--- src/rtl/btn_event_decoder.sv ---
// btn_event_decoder: classifies debounced button presses into short, long/repeat and double-click events
module btn_event_decoder #(
  parameter int TICK_COUNT = 100_000,
  parameter int LONG_MS    = 1000,
  parameter int DBL_MS     = 250,
  parameter int REPEAT_MS  = 200
) (
  input  logic clk,
  input  logic rst,
  input  logic i_btn,
  output logic o_press,
  output logic o_short,
  output logic o_long,
  output logic o_repeat,
  output logic o_double,
  output logic o_held
);
  localparam int MAX_A  = LONG_MS > DBL_MS ? LONG_MS : DBL_MS;
  localparam int MAX_MS = MAX_A > REPEAT_MS ? MAX_A : REPEAT_MS;
  localparam int MW     = $clog2(MAX_MS + 1);
  localparam int PW     = TICK_COUNT > 1 ? $clog2(TICK_COUNT) : 1;
  typedef enum logic [2:0] {IDLE, PRESSED, LONG_HELD, WAIT_SECOND, SECOND_PRESSED} state_t;
  state_t state;
  logic armed;
  logic [PW-1:0] pre;
  logic [MW-1:0] ms;
  logic tick, hit_long, hit_dbl, hit_rep;
  // timeouts fire on the tick that would carry ms to the limit, so they land exactly N ms after entry
  assign tick     = pre == PW'(TICK_COUNT - 1);
  assign hit_long = tick && ms == MW'(LONG_MS - 1);
  assign hit_dbl  = tick && ms == MW'(DBL_MS - 1);
  assign hit_rep  = tick && ms == MW'(REPEAT_MS - 1);
  always_ff @(posedge clk or posedge rst) begin
    if (rst) begin
      state    <= IDLE;
      armed    <= 1'b0;
      pre      <= '0;
      ms       <= '0;
      o_press  <= 1'b0;
      o_short  <= 1'b0;
      o_long   <= 1'b0;
      o_repeat <= 1'b0;
      o_double <= 1'b0;
      o_held   <= 1'b0;
    end else begin
      o_press  <= 1'b0;
      o_short  <= 1'b0;
      o_long   <= 1'b0;
      o_repeat <= 1'b0;
      o_double <= 1'b0;
      if (!i_btn) armed <= 1'b1;
      pre <= tick ? '0 : pre + 1'b1;
      if (tick && ms != '1) ms <= ms + 1'b1;
      // every branch that changes state also clears the timebase
      case (state)
        IDLE: if (armed && i_btn) begin
          state <= PRESSED; o_press <= 1'b1; o_held <= 1'b1; pre <= '0; ms <= '0;
        end
        PRESSED: if (!i_btn) begin
          state <= WAIT_SECOND; o_held <= 1'b0; pre <= '0; ms <= '0;
        end else if (hit_long) begin
          state <= LONG_HELD; o_long <= 1'b1; pre <= '0; ms <= '0;
        end
        LONG_HELD: if (!i_btn) begin
          state <= IDLE; o_held <= 1'b0; pre <= '0; ms <= '0;
        end else if (hit_rep) begin
          o_repeat <= 1'b1; ms <= '0;
        end
        WAIT_SECOND: if (i_btn) begin
          state <= SECOND_PRESSED; o_press <= 1'b1; o_double <= 1'b1; o_held <= 1'b1; pre <= '0; ms <= '0;
        end else if (hit_dbl) begin
          state <= IDLE; o_short <= 1'b1; pre <= '0; ms <= '0;
        end
        SECOND_PRESSED: if (!i_btn) begin
          state <= IDLE; o_held <= 1'b0; pre <= '0; ms <= '0;
        end
        default: begin
          state <= IDLE; o_held <= 1'b0; pre <= '0; ms <= '0;
        end
      endcase
    end
  end
endmodule
--- config.mk ---
export PLATFORM = sky130hd
export DESIGN_NAME = btn_event_decoder
export DESIGN_NICKNAME = d
export VERILOG_FILES = /design/src/rtl/btn_event_decoder.sv
export SDC_FILE = /design/constraint.sdc
export NUM_CORES = 1
export LEC_CHECK = 0
export CORE_MARGIN = 3
export CORE_UTILIZATION = 40
export CTS_CLUSTER_SIZE = 10
export DETAILED_ROUTE_END_ITERATION = 10
export PLACE_DENSITY = 0.57
export RECOVER_POWER = 50
export SYNTH_ARGS = -nofsm -noshare
export SYNTH_HDL_FRONTEND = slang
export SYNTH_SLANG_ARGS = --single-unit
export TNS_END_PERCENT = 1
--- constraint.sdc ---
create_clock -name clk -period 4.1 [get_ports clk]
set_input_delay 1.025 -clock clk [delete_from_list [all_inputs] [get_ports clk]]
set_output_delay 1.025 -clock clk [all_outputs]
set_load 0.005 [all_outputs]
* Yosys cells after proc, flatten, opt, wreduce, memory -nomap -nowiden
Index checks and enable logic that the tools add are counted.
Word-level totals: register bits after elaboration 37, input bits 3, output and inout bits 6, logic and storage cells 79
Cells by class: add/subtract/negate cells 2, eq/ne operators 15, multiplexer cells 42, reductions and logical operators 10
Operator list (count):
- 17-bit two-way mux | 7
- 10-bit two-way mux | 9
- 17-bit one-hot mux with 4 select lines | 1
- 10-bit one-hot mux with 5 select lines | 1
- 10-bit by 8-bit == test with 1-bit output (second input constant) | 2
- 3-bit two-way mux | 6
- 17-bit by 1-bit adder with 17-bit output (second input constant) | 1
- 17-bit == test (second input constant) | 1
- 1-bit two-way mux | 15
- 3-bit one-hot mux with 4 select lines | 1
- 10-bit by 1-bit adder with 10-bit output (second input constant) | 1
- 10-bit == test (second input constant) | 1
- 10-bit inequality test (second input constant) | 1
- 2-bit inequality test (second input constant) | 4
- 3-bit by 2-bit == test with 1-bit output (second input constant) | 2
- 3-bit inequality test (second input constant) | 2
- 1-bit logical AND | 5
- 4-bit AND reduction | 1
- 3-bit by 1-bit == test with 1-bit output (second input constant) | 1
- 3-bit == test (second input constant) | 1
- 3-bit zero test | 1
- 1-bit one-hot mux with 3 select lines | 1
- 3-bit AND reduction | 1
- 3-bit OR reduction | 1
- other kinds (2) | 2

* Longest topological paths before layout
depth after elaboration 6, mapped depth 9, mapped depth without buffers 7

* Worst setup path before layout
Ideal clock, no wire load.
kind input -> register, start point input i_btn, end point register state[0], setup time 0.125 ns, arrival 2.029 ns, data required time 3.975 ns, slack 1.946 ns, cell stages on the path 5, path buffers 0, cells stage by stage nor4bb_1 > nor2_1 > o22ai_1 > nor2_1 > mux2_2
On the way: cells in the longest elaborated chain, start to end 3, elaborated cells between the ends (all ways) 9, classes of those cells eq/ne (4); mux (3); reduce/logical (2)
RTL lines:
- from (decl) | RTL line 10 | input logic i_btn,
- 1-bit logical AND | RTL line 56 | IDLE: if (armed && i_btn) begin
- 2-bit inequality test (no source line)
- 4-bit AND reduction (no source line)
- to (signal assigned) | RTL line 57 | state <= PRESSED; o_press <= 1'b1; o_held <= 1'b1; pre <= '0; ms <= '0;
- to (signal assigned) | RTL line 60 | state <= WAIT_SECOND; o_held <= 1'b0; pre <= '0; ms <= '0;
- to (signal assigned) | RTL line 62 | state <= LONG_HELD; o_long <= 1'b1; pre <= '0; ms <= '0;
- to (decl) | RTL line 23 | state_t state;
Parallel ways exist; a longest one is shown, timed or not. A chain may end at the register's enable or synchronous reset.

==> flow_metrics.py <==
metrics = {
    "synthesis": {
        "synth_common_cells": "37 x dfrtp_1, 36 x nor2_1, 14 x xnor2_1",
        "yosysUniqueCellTypes": 41,
        "ys_seq_area_frac": 0.467,
        "ys_top_cells_by_area": "dfrtp_1 47%, nor2_1 6.8%, xnor2_1 6.2%",
        "synth_top_area_frac": 0.467,
        "synthesis.area_sq_um": 1980,
        "synth_seq_cells": 37,
        "synth_top_area_cell": "dfrtp_1",
        "synth_ff_type": "dfrtp_1",
        "yosys_warnings": 0,
        "synth-edff-count": 0,
        "avgSynthCellArea_sq_um": 9.77,
        "synth_nets": 209,
        "yosysMostFrequentCell": "dfrtp_1",
        "synthArstFlopShare": 1.00,
        "netlist_instances": 203,
    },
    "clock_tree": {
        "root_buffer": "clkbuf_8",
        "cts_setup_buffers": 0,
        "clock_sinks": 37,
        "insertion_delay_ps": 290,
        "clkTransAtPathRegs_ps": 70,
        "cts_buffer_depth": 2,
        "numCtsBuffers": 5,
        "cts_hold_buffers": 0,
        "cts_tree": "built",
        "cts_resized": 0,
        "h-tree-depth": 2,
    },
    "cells_and_area": {
        "diodes": 0,
        "post-route-cell-area_sq_um": 2220,
        "layout.nets": 216,
        "drive_gt1_frac": 0.0664,
        "fillerInstances": 468,
        "synthToLayoutAreaGrowth_pct": 11.9,
    },
    "timing": {
        "maxSlewViolCount": 38,
        "finClkSkew_ps": 6.01,
        "fin_crit_ps": 2900,
        "hold_slack_ps": 534,
        "worst_pin_slew_ps": 2000,
        "rsz0062_at_grt": "no",
        "tns_ps": 0,
        "fin_crit_sh": 0.708,
        "setup_viol": 0,
        "report.final.hold_viol_count": 0,
        "slew_headroom": -0.333,
        "max_freq_mhz": 344,
    },
    "detailed_routing": {
        "routedWlPerCell_microns": 13.2,
        "drt-total-wl_microns": 3650,
        "dr.pass1.iters": 4,
        "antenna_left": 0,
        "drc": 0,
        "routed_via_density": 5.24,
        "num_vias": 1446,
        "first_iter_violations": 133,
    },
    "run": {
        "drv_cap": 1,
    },
    "setup_path": {
        "cp_cell_sequence": "clkdlybuf4s50_1 -> inv_1 -> clkbuf_1",
        "worstPathRequired_ps": 4100,
        "rr_startpoint": "pre[0]$_DFF_PP0_",
        "crit_path_top_delay_cell": "clkbuf_1",
        "r2r-end": "ms[7]$_DFF_PP0_",
        "worstRegToRegCells": 6,
        "cp_max_fo": 37,
        "cp_data_arrival_time_ps": 2910,
        "path_class": "input pin to async pin",
        "endpoint_kind": "async pin",
        "cp_slowest_stage_delay_ps": 1430,
        "reg2reg_slack_ps": 1710,
        "critPathLaunchType": "input pin",
    },
    "pwr": {
        "total_leakage_power_nw": 0.872,
        "p_total_w": 0.00103,
        "irDropWorstVdd_v": 0.000178,
        "power.density_nw_per_um2": 465,
    },
    "floorplan": {
        "pin_count": 9,
        "chipWidth_microns": 76.4,
        "initial_core_util": 0.434,
        "die_y_microns": 76.4,
        "core-area_sq_um": 4560,
        "die-area_sq_um": 5840,
        "rows": 24,
    },
    "placement": {
        "placed_area_sq_um": 2100,
        "place_congestion": 0.810,
        "hpwl_microns": 2560,
        "portBuffers": 8,
    },
    "global_routing": {
        "grt_pass1_vias": 1478,
        "grt_pass1_wl_microns": 6780,
        "antenna_found_initial": 0,
        "grt.overflow.total": 0,
        "grt_start_max_net_pins": 38,
        "track_usage": 0.141,
    },
    "run_status": {
        "violations": "max-capacitance violations, max-slew violations",
        "outcome": "finished with violations",
    },
    "worst_hold_path": {
        "holdCritPathClass": "register to register",
        "worst_hold_startpoint": "pre[0]$_DFF_PP0_",
        "hold-path-endpoint": "pre[0]$_DFF_PP0_",
        "whs_path_depth": 1,
    },
}
## registers in the layout (all words and copies together) (netlist names)
signal	flops
armed	1
o_repeat	1
o_short	1
o_press	1
state	3
pre	17
o_double	1
o_held	1
ms	10
o_long	1
## layer usage
layer / up-vias / track usage / share of wire
li1: 721 / - / -
met1: 706 / 0.194 / 0.52
met3: 6 / 0.0402 / 0.021
met2: 13 / 0.208 / 0.44
met4: 0 / 0.0580 / 0.014
met5: - / 0 / 0
## worst max-delay path: cells and delay by family
kind | cells | cell delay (ps)
buf+inv | 3 | 1870
## report_power, final
group | switching [W] | internal [W] | leakage, nW
clock network | 0.000128 | 0.000198 | 0.0574
logic | 0.000154 | 0.000108 | 0.311
registers | 0.0000463 | 0.000396 | 0.504
total | 0.000329 | 0.000703 | 0.872
## worst max path at each step
stage	startpoint	to	slack (ps)
6_report	rst	pre[15]$_DFF_PP0_	1200
5_1_grt	rst	pre[15]$_DFF_PP0_	680
4_1_cts	i_btn	state[0]$_DFFE_PP0P_	1330
3_5_place_dp	i_btn	state[0]$_DFFE_PP0P_	1020
3_3_place_gp	i_btn	state[0]$_DFFE_PP0P_	1100
2_1_floorplan	i_btn	state[0]$_DFFE_PP0P_	1950
## placed cells by master (no fill, tap or decap), drive strengths merged, types with 2 or more instances in the layout
cell	Yosys	routed
nor3	9	9
and3	2	2
and4	5	5
xor2	11	11
nand4	9	9
nor4bb	3	3
nor2	36	36
nand2	11	11
nand3	11	11
nand3b	2	2
or3	2	2
and2	2	2
clkbuf	4	7
nor3b	3	3
ha	3	3
inv	5	5
xnor2	14	14
nor4	5	5
dfrtp	37	37
nor4b	3	3
nor2b	4	4
a21oi	3	3
a211oi	2	2
clkdlybuf4s50	0	7
## metrics by stage
step / utilization / instances / setup slack (ps)
floorplan: - / 203 / 1950
global placement: 0.461 / 268 / 1100
detailed placement: 0.461 / 268 / 1020
CTS: 0.487 / 276 / 1330
global route: 0.486 / 276 / 678
finish: 0.486 / 276 / 1200
## cells by family (layout without fill, tap and decap cells)
logic type,after synthesis,in the layout,share of synthesized area
buffers and inverters,14,22,0.0341
DFF,37,37,0.467
AOI/OAI and AO/OA,11,11,0.0461
xor gates and xnor gates,25,25,0.110
muxes,2,2,0.0107
and+or+nand+nor,111,111,0.313
adders and majority gates,3,3,0.0189
## layout make-up
type / count / area (sq um) / share of cell area
Sequential cell: 37 / 926 / 0.417
Timing Repair Buffer: 9 / 83.8 / 0.0378
Tap cell: 65 / 81.3 / 0.0366
Inverter: 5 / 18.8 / 0.00846
Multi-Input combinational cell: 152 / 990 / 0.446
Clock buffer: 6 / 82.6 / 0.0372
Clock inverter: 2 / 37.5 / 0.0169
Note: power is estimated with default switching activity, not from simulation.
